==> config.mk <==
export PLATFORM = sky130hd
export DESIGN_NAME = mem_port_arbiter
export DESIGN_NICKNAME = d
export VERILOG_FILES = /design/src/rtl/mem_port_arbiter.sv
export SDC_FILE = /design/constraint.sdc
export NUM_CORES = 1
export LEC_CHECK = 0
export CAP_MARGIN = 0
export CORE_AREA = 2 2 107 109
export DETAILED_ROUTE_END_ITERATION = 12
export DIE_AREA = 0 0 109 111
export PLACE_DENSITY = 0.72
export SKIP_CTS_REPAIR_TIMING = 1
export SKIP_LAST_GASP = 1
export SLEW_MARGIN = 20
export SYNTH_ARGS = -nofsm -noshare
export SYNTH_HDL_FRONTEND = slang
export SYNTH_SLANG_ARGS = --single-unit
==> constraint.sdc <==
create_clock -name i_clk -period 2.8 [get_ports i_clk]
set_input_delay 0.7 -clock i_clk [delete_from_list [all_inputs] [get_ports i_clk]]
set_output_delay 0.7 -clock i_clk [all_outputs]
set_load 0.03 [all_outputs]
==> src/rtl/mem_port_arbiter.sv <==
// ----------------------------------------------------------------------------
// mem_port_arbiter
// Shares one single-port unified memory between the instruction-fetch (IF)
// and data-memory (DM) requesters. Only one transaction is in flight at a
// time. DM has priority. A starvation counter bounds how many DM grants IF can
// lose in a row.
//
// Ports
//   i_clk, i_reset_n               clock, asynchronous active-low reset
//   i_if_req/i_if_addr             IF request; held until o_if_gnt
//   o_if_gnt                       IF request accepted this cycle
//   o_if_rvalid/o_if_rdata         IF read response pulse and data
//   i_dm_req/we/addr/wdata/be      DM request; held until o_dm_gnt
//   o_dm_gnt                       DM request accepted this cycle
//   o_dm_rvalid/o_dm_rdata         DM completion pulse; data on reads, 0 on writes
//   o_mem_en/we/addr/wdata/be      memory command, one strobe per grant
//   i_mem_rdata                    memory read data, MEM_LAT cycles after strobe
// ----------------------------------------------------------------------------
module mem_port_arbiter #(
   parameter int unsigned ADDR_W     = 32,
   parameter int unsigned DATA_W     = 32,
   parameter int unsigned MEM_LAT    = 1,
   parameter int unsigned STARVE_MAX = 4
) (
   input  logic                  i_clk,
   input  logic                  i_reset_n,

   input  logic                  i_if_req,
   input  logic [ADDR_W-1:0]     i_if_addr,
   output logic                  o_if_gnt,
   output logic                  o_if_rvalid,
   output logic [DATA_W-1:0]     o_if_rdata,

   input  logic                  i_dm_req,
   input  logic                  i_dm_we,
   input  logic [ADDR_W-1:0]     i_dm_addr,
   input  logic [DATA_W-1:0]     i_dm_wdata,
   input  logic [DATA_W/8-1:0]   i_dm_be,
   output logic                  o_dm_gnt,
   output logic                  o_dm_rvalid,
   output logic [DATA_W-1:0]     o_dm_rdata,

   output logic                  o_mem_en,
   output logic                  o_mem_we,
   output logic [ADDR_W-1:0]     o_mem_addr,
   output logic [DATA_W-1:0]     o_mem_wdata,
   output logic [DATA_W/8-1:0]   o_mem_be,
   input  logic [DATA_W-1:0]     i_mem_rdata
);

   localparam int unsigned BE_W  = DATA_W / 8;
   localparam int unsigned LAT_W = 3;
   localparam int unsigned STV_W = 4;

   localparam logic [LAT_W-1:0] LAT_LOAD = LAT_W'(MEM_LAT);
   localparam logic [LAT_W-1:0] LAT_ONE  = LAT_W'(1);
   localparam logic [STV_W-1:0] STV_MAX  = STV_W'(STARVE_MAX);
   localparam logic [STV_W-1:0] STV_ONE  = STV_W'(1);

   // Elaboration-time parameter range checks
   if ((MEM_LAT < 1) || (MEM_LAT > 7)) begin : g_bad_mem_lat
      $error("mem_port_arbiter: MEM_LAT must be 1..7");
   end
   if ((STARVE_MAX < 1) || (STARVE_MAX > 15)) begin : g_bad_starve_max
      $error("mem_port_arbiter: STARVE_MAX must be 1..15");
   end
   if ((DATA_W % 8) != 0) begin : g_bad_data_w
      $error("mem_port_arbiter: DATA_W must be a multiple of 8");
   end

   typedef enum logic {
      ST_IDLE = 1'b0,
      ST_BUSY = 1'b1
   } state_e;

   typedef enum logic {
      OWN_IF = 1'b0,
      OWN_DM = 1'b1
   } owner_e;

   state_e              state_q,  state_d;
   logic [LAT_W-1:0]    lat_q,    lat_d;
   logic [STV_W-1:0]    starve_q, starve_d;
   owner_e              owner_q,  owner_d;
   logic                wr_q,     wr_d;

   logic                resp_c;
   logic                window_c;
   logic                if_pri_c;
   logic                if_gnt_c;
   logic                dm_gnt_c;

   // Response cycle and grant window; the window also covers the response
   // cycle so a new command can issue back-to-back with the completing one.
   always_comb begin
      resp_c   = (state_q == ST_BUSY) && (lat_q == LAT_ONE);
      window_c = i_reset_n && ((state_q == ST_IDLE) || resp_c);
   end

   // Arbitration: DM wins unless IF has waited through STARVE_MAX DM grants.
   always_comb begin
      if_pri_c = i_if_req && (starve_q == STV_MAX);
      if_gnt_c = window_c && i_if_req && (!i_dm_req || if_pri_c);
      dm_gnt_c = window_c && i_dm_req && !if_pri_c;
   end

   // Memory command follows the granted requester in the same cycle
   always_comb begin
      o_if_gnt    = if_gnt_c;
      o_dm_gnt    = dm_gnt_c;
      o_mem_en    = if_gnt_c || dm_gnt_c;
      o_mem_we    = dm_gnt_c && i_dm_we;
      o_mem_addr  = '0;
      o_mem_wdata = '0;
      o_mem_be    = '0;
      if (if_gnt_c) begin
         o_mem_addr = i_if_addr;
      end else if (dm_gnt_c) begin
         o_mem_addr  = i_dm_addr;
         o_mem_wdata = i_dm_wdata;
         o_mem_be    = BE_W'(i_dm_be);
      end
   end

   // Response routing; read data is a pass-through from the memory macro
   always_comb begin
      o_if_rvalid = resp_c && (owner_q == OWN_IF);
      o_dm_rvalid = resp_c && (owner_q == OWN_DM);
      o_if_rdata  = o_if_rvalid ? i_mem_rdata : '0;
      o_dm_rdata  = (o_dm_rvalid && !wr_q) ? i_mem_rdata : '0;
   end

   // Next-state: transaction tracking and starvation counter
   always_comb begin
      state_d  = state_q;
      lat_d    = lat_q;
      owner_d  = owner_q;
      wr_d     = wr_q;
      starve_d = starve_q;

      if (if_gnt_c || dm_gnt_c) begin
         state_d = ST_BUSY;
         lat_d   = LAT_LOAD;
         owner_d = dm_gnt_c ? OWN_DM : OWN_IF;
         wr_d    = dm_gnt_c && i_dm_we;
      end else if (state_q == ST_BUSY) begin
         if (resp_c) begin
            state_d = ST_IDLE;
            lat_d   = '0;
         end else begin
            lat_d = lat_q - LAT_ONE;
         end
      end

      // Counts DM wins while IF is waiting; any IF grant or idle IF clears it
      if (if_gnt_c || !i_if_req) begin
         starve_d = '0;
      end else if (dm_gnt_c && (starve_q != STV_MAX)) begin
         starve_d = starve_q + STV_ONE;
      end
   end

   // State register
   always_ff @(posedge i_clk or negedge i_reset_n) begin
      if (!i_reset_n) begin
         state_q  <= ST_IDLE;
         lat_q    <= '0;
         starve_q <= '0;
         owner_q  <= OWN_IF;
         wr_q     <= 1'b0;
      end else begin
         state_q  <= state_d;
         lat_q    <= lat_d;
         starve_q <= starve_d;
         owner_q  <= owner_d;
         wr_q     <= wr_d;
      end
   end

endmodule
==> metrics <==
status completed; Cell Count, Final, Fillers Out 702; worst-margin pin slew roughly 400 ps; DRC 0; syn_nets 430; Post-Place Cell Area approximately 4600 um2; Clk network pwr share around 11%; DR pass1 iterations 4; Vias between 3000 and 4000; dpl ws -97.5 ps; CP max stage cell dfrtp_1; Yosys reg bits 10; Total Wirelength roughly 10000 um; grt total ovfl 0; Worst Setup End Kind primary output; skew final approximately 4.3 ps; initial antenna violation count 0; Sw Pwr roughly 1.2 mW; GP Congestion roughly 0.86; crit path from starve_q[0]; Worst Setup Start Kind flop; die area 12100 um2; Fillers roughly 1000; GRT Total Usage 14.0%; final worst slack around 140 ps; CTS max path bufs 2; CP max stage delay ~440 ps; H-tree Lvls 1; FMAX approximately 0.38 GHz; synthesized area around 1900 um2; R2R depth 8; latest clock arrival within the worst-skew pair approximately 240 ps; Slew Viols, Final 0; share of layout cells above drive strength 1 about a third; DR WL/cell ~14 um; Tcrit/Tclk final between 90 and 100%; sequential area share after synthesis 13.5%; worst path cell trace inv_1 -> ha_1 -> nand4b_1 -> and2_4 -> clkbuf_16 -> nand2_1 -> a21oi_1 -> buf_4; Initial Util 16.7%; vias in the first global route between 2000 and 3000; r2r startpoint starve_q[0]; placed wire-length estimate roughly 7700 um; ant diodes 0; syn_area_per_cell roughly 6.4 um2; Final Cell Area approximately 4900 um2; Leak between 2 and 2.5 nW; RSZ-0062 raised after global routing false; total power roughly 2.5 mW; Die H 111 um; Rows 39; worst rel slew slack between 70 and 80%; part of the power in combinational logic 78.8%; initial drt markers 135; warnings from Yosys 0; worst r2r dst wr_q; Sw Ratio between 40% and 50%; Buf/Inv on CP 3; routed vias/inst roughly 4.4; first-pass GRT wire length approximately 14000 um; post-synth cell types 33; EDFF count, synth 0; Core Box Area ~11000 um2; Antenna Nets Post-Route 0; Pint between 1 and 1.5 mW; HP Class in2async; sequential power share about a tenth; maxcap violations 0; Setup Viol. Count Final 0; die width between 100 and 150 um; Hold Fails Final Rpt 0; Boundary Pins 275; Root Driver clkbuf_16; asr flop ratio synth 100%; PortBufs about 270; largest net degree at the start of global routing 40; final net count around 700; Power Density ~500 nW/um2; CTS buffer count 3; critical path required time roughly 2100 ps; Crit Path Category reg2out; worst vdd ir around 0.0002 V; WP data arrival a little under 2000 ps; internal reg-to-reg setup slack approximately 960 ps; clock slew at reported path FFs ~40 ps; ys flop type dfrtp_1; crit path max fanout 17; area delta synth->final 163%; Synth Instances slightly below 300; CP delay by family, top simple AND/OR/NAND/NOR gates; Cells after DPL between 600 and 700; clock sink count 10; CTS tree built; fin crit period roughly 2700 ps
[logic make-up (layout without fill, tap and decap cells)]
group	Yosys count	count (layout)	synth area share, %
simple gates	194	194	58.5
buf+inv	36	306	10.0
fa+ha+maj	4	4	2.70
compound gates	45	45	15.3
flops	10	10	13.5
[through the flow]
stage / utilization (%) / hold WS (ps) / TNS [ps]
after floorplan: - / 404 / 0
after global placement: 41.3 / 464 / -1510
after detailed placement: 41.3 / 475 / -1900
after CTS: 42.1 / 484 / -2440
after global routing: 44.0 / 504 / 0
final: 44.0 / 466 / 0
[power by group through the flow]
stage / Clock (mW) / Sequential, mW / Combinational, mW
2_1_floorplan: 0 / 0.218 / 1.10
3_3_place_gp: 0 / 0.244 / 1.89
3_5_place_dp: 0 / 0.246 / 1.92
4_1_cts: 0.289 / 0.244 / 1.92
5_1_grt: 0.297 / 0.255 / 2.09
6_report: 0.284 / 0.245 / 1.97
[cell usage after synthesis, types with 2 or more instances]
cell / number / area share (%)
nor2_1: 4 / 0.81
a21oi_1: 33 / 8.9
buf_4: 5 / 2.0
inv_1: 6 / 1.2
ha_1: 4 / 2.7
a31oi_1: 2 / 0.68
clkbuf_1: 10 / 2.0
and2_1: 65 / 22
and3_1: 37 / 12
nand3_1: 35 / 9.5
dfrtp_1: 10 / 14
buf_2: 13 / 3.5
a21o_1: 2 / 0.81
nand4b_1: 2 / 0.95
buf_6: 2 / 1.2
nand2_1: 42 / 8.5
[placed cells by master (no fill, tap or decap), types with 2 or more instances in the layout]
cell type,instances
a31oi_1,2
a21o_1,2
nand3_1,35
nand4b_1,2
ha_1,3
clkdlybuf4s50_1,134
nand2_1,41
a21oi_2,14
a21oi_1,19
inv_1,6
dlymetal6s2s_1,3
and3_1,37
and2_1,64
dfrtp_1,10
buf_6,9
buf_4,131
buf_12,15
clkbuf_16,6
nor2_1,3
[flip-flops by register name, indices dropped and copies added (netlist names)]
register	cells
lat_q	3
owner_q	1
starve_q	4
state_q	1
wr_q	1
[routing by layer]
metal | wire length, um | track usage, % | vias to the layer above
met5 | 0 | 0 | -
met4 | 313 | 5.90 | 0
met3 | 977 | 2.82 | 21
met2 | 5060 | 26.7 | 186
met1 | 3460 | 14.4 | 1397
li1 | - | - | 1516
[how the worst max path moves through the flow]
stage	end	slack, ps	depth (start not counted)
after floorplan	o_dm_rdata[10]	190	7
after global placement	o_mem_addr[1]	-100	7
after detailed placement	o_mem_addr[12]	-100	7
after CTS	o_mem_addr[20]	-110	7
after global routing	o_dm_rdata[21]	30	8
final	o_mem_addr[24]	140	8
[layout make-up]
class	count	area, um2	area share [%]
Multi-Input combinational cell	243	1480	30.4
Sequential cell	10	250	5.13
Timing Repair Buffer	296	2850	58.5
Clock buffer	4	88.8	1.82
Tap cell	143	179	3.67
Inverter	6	22.5	0.462
(Power assumes the default switching activity.)
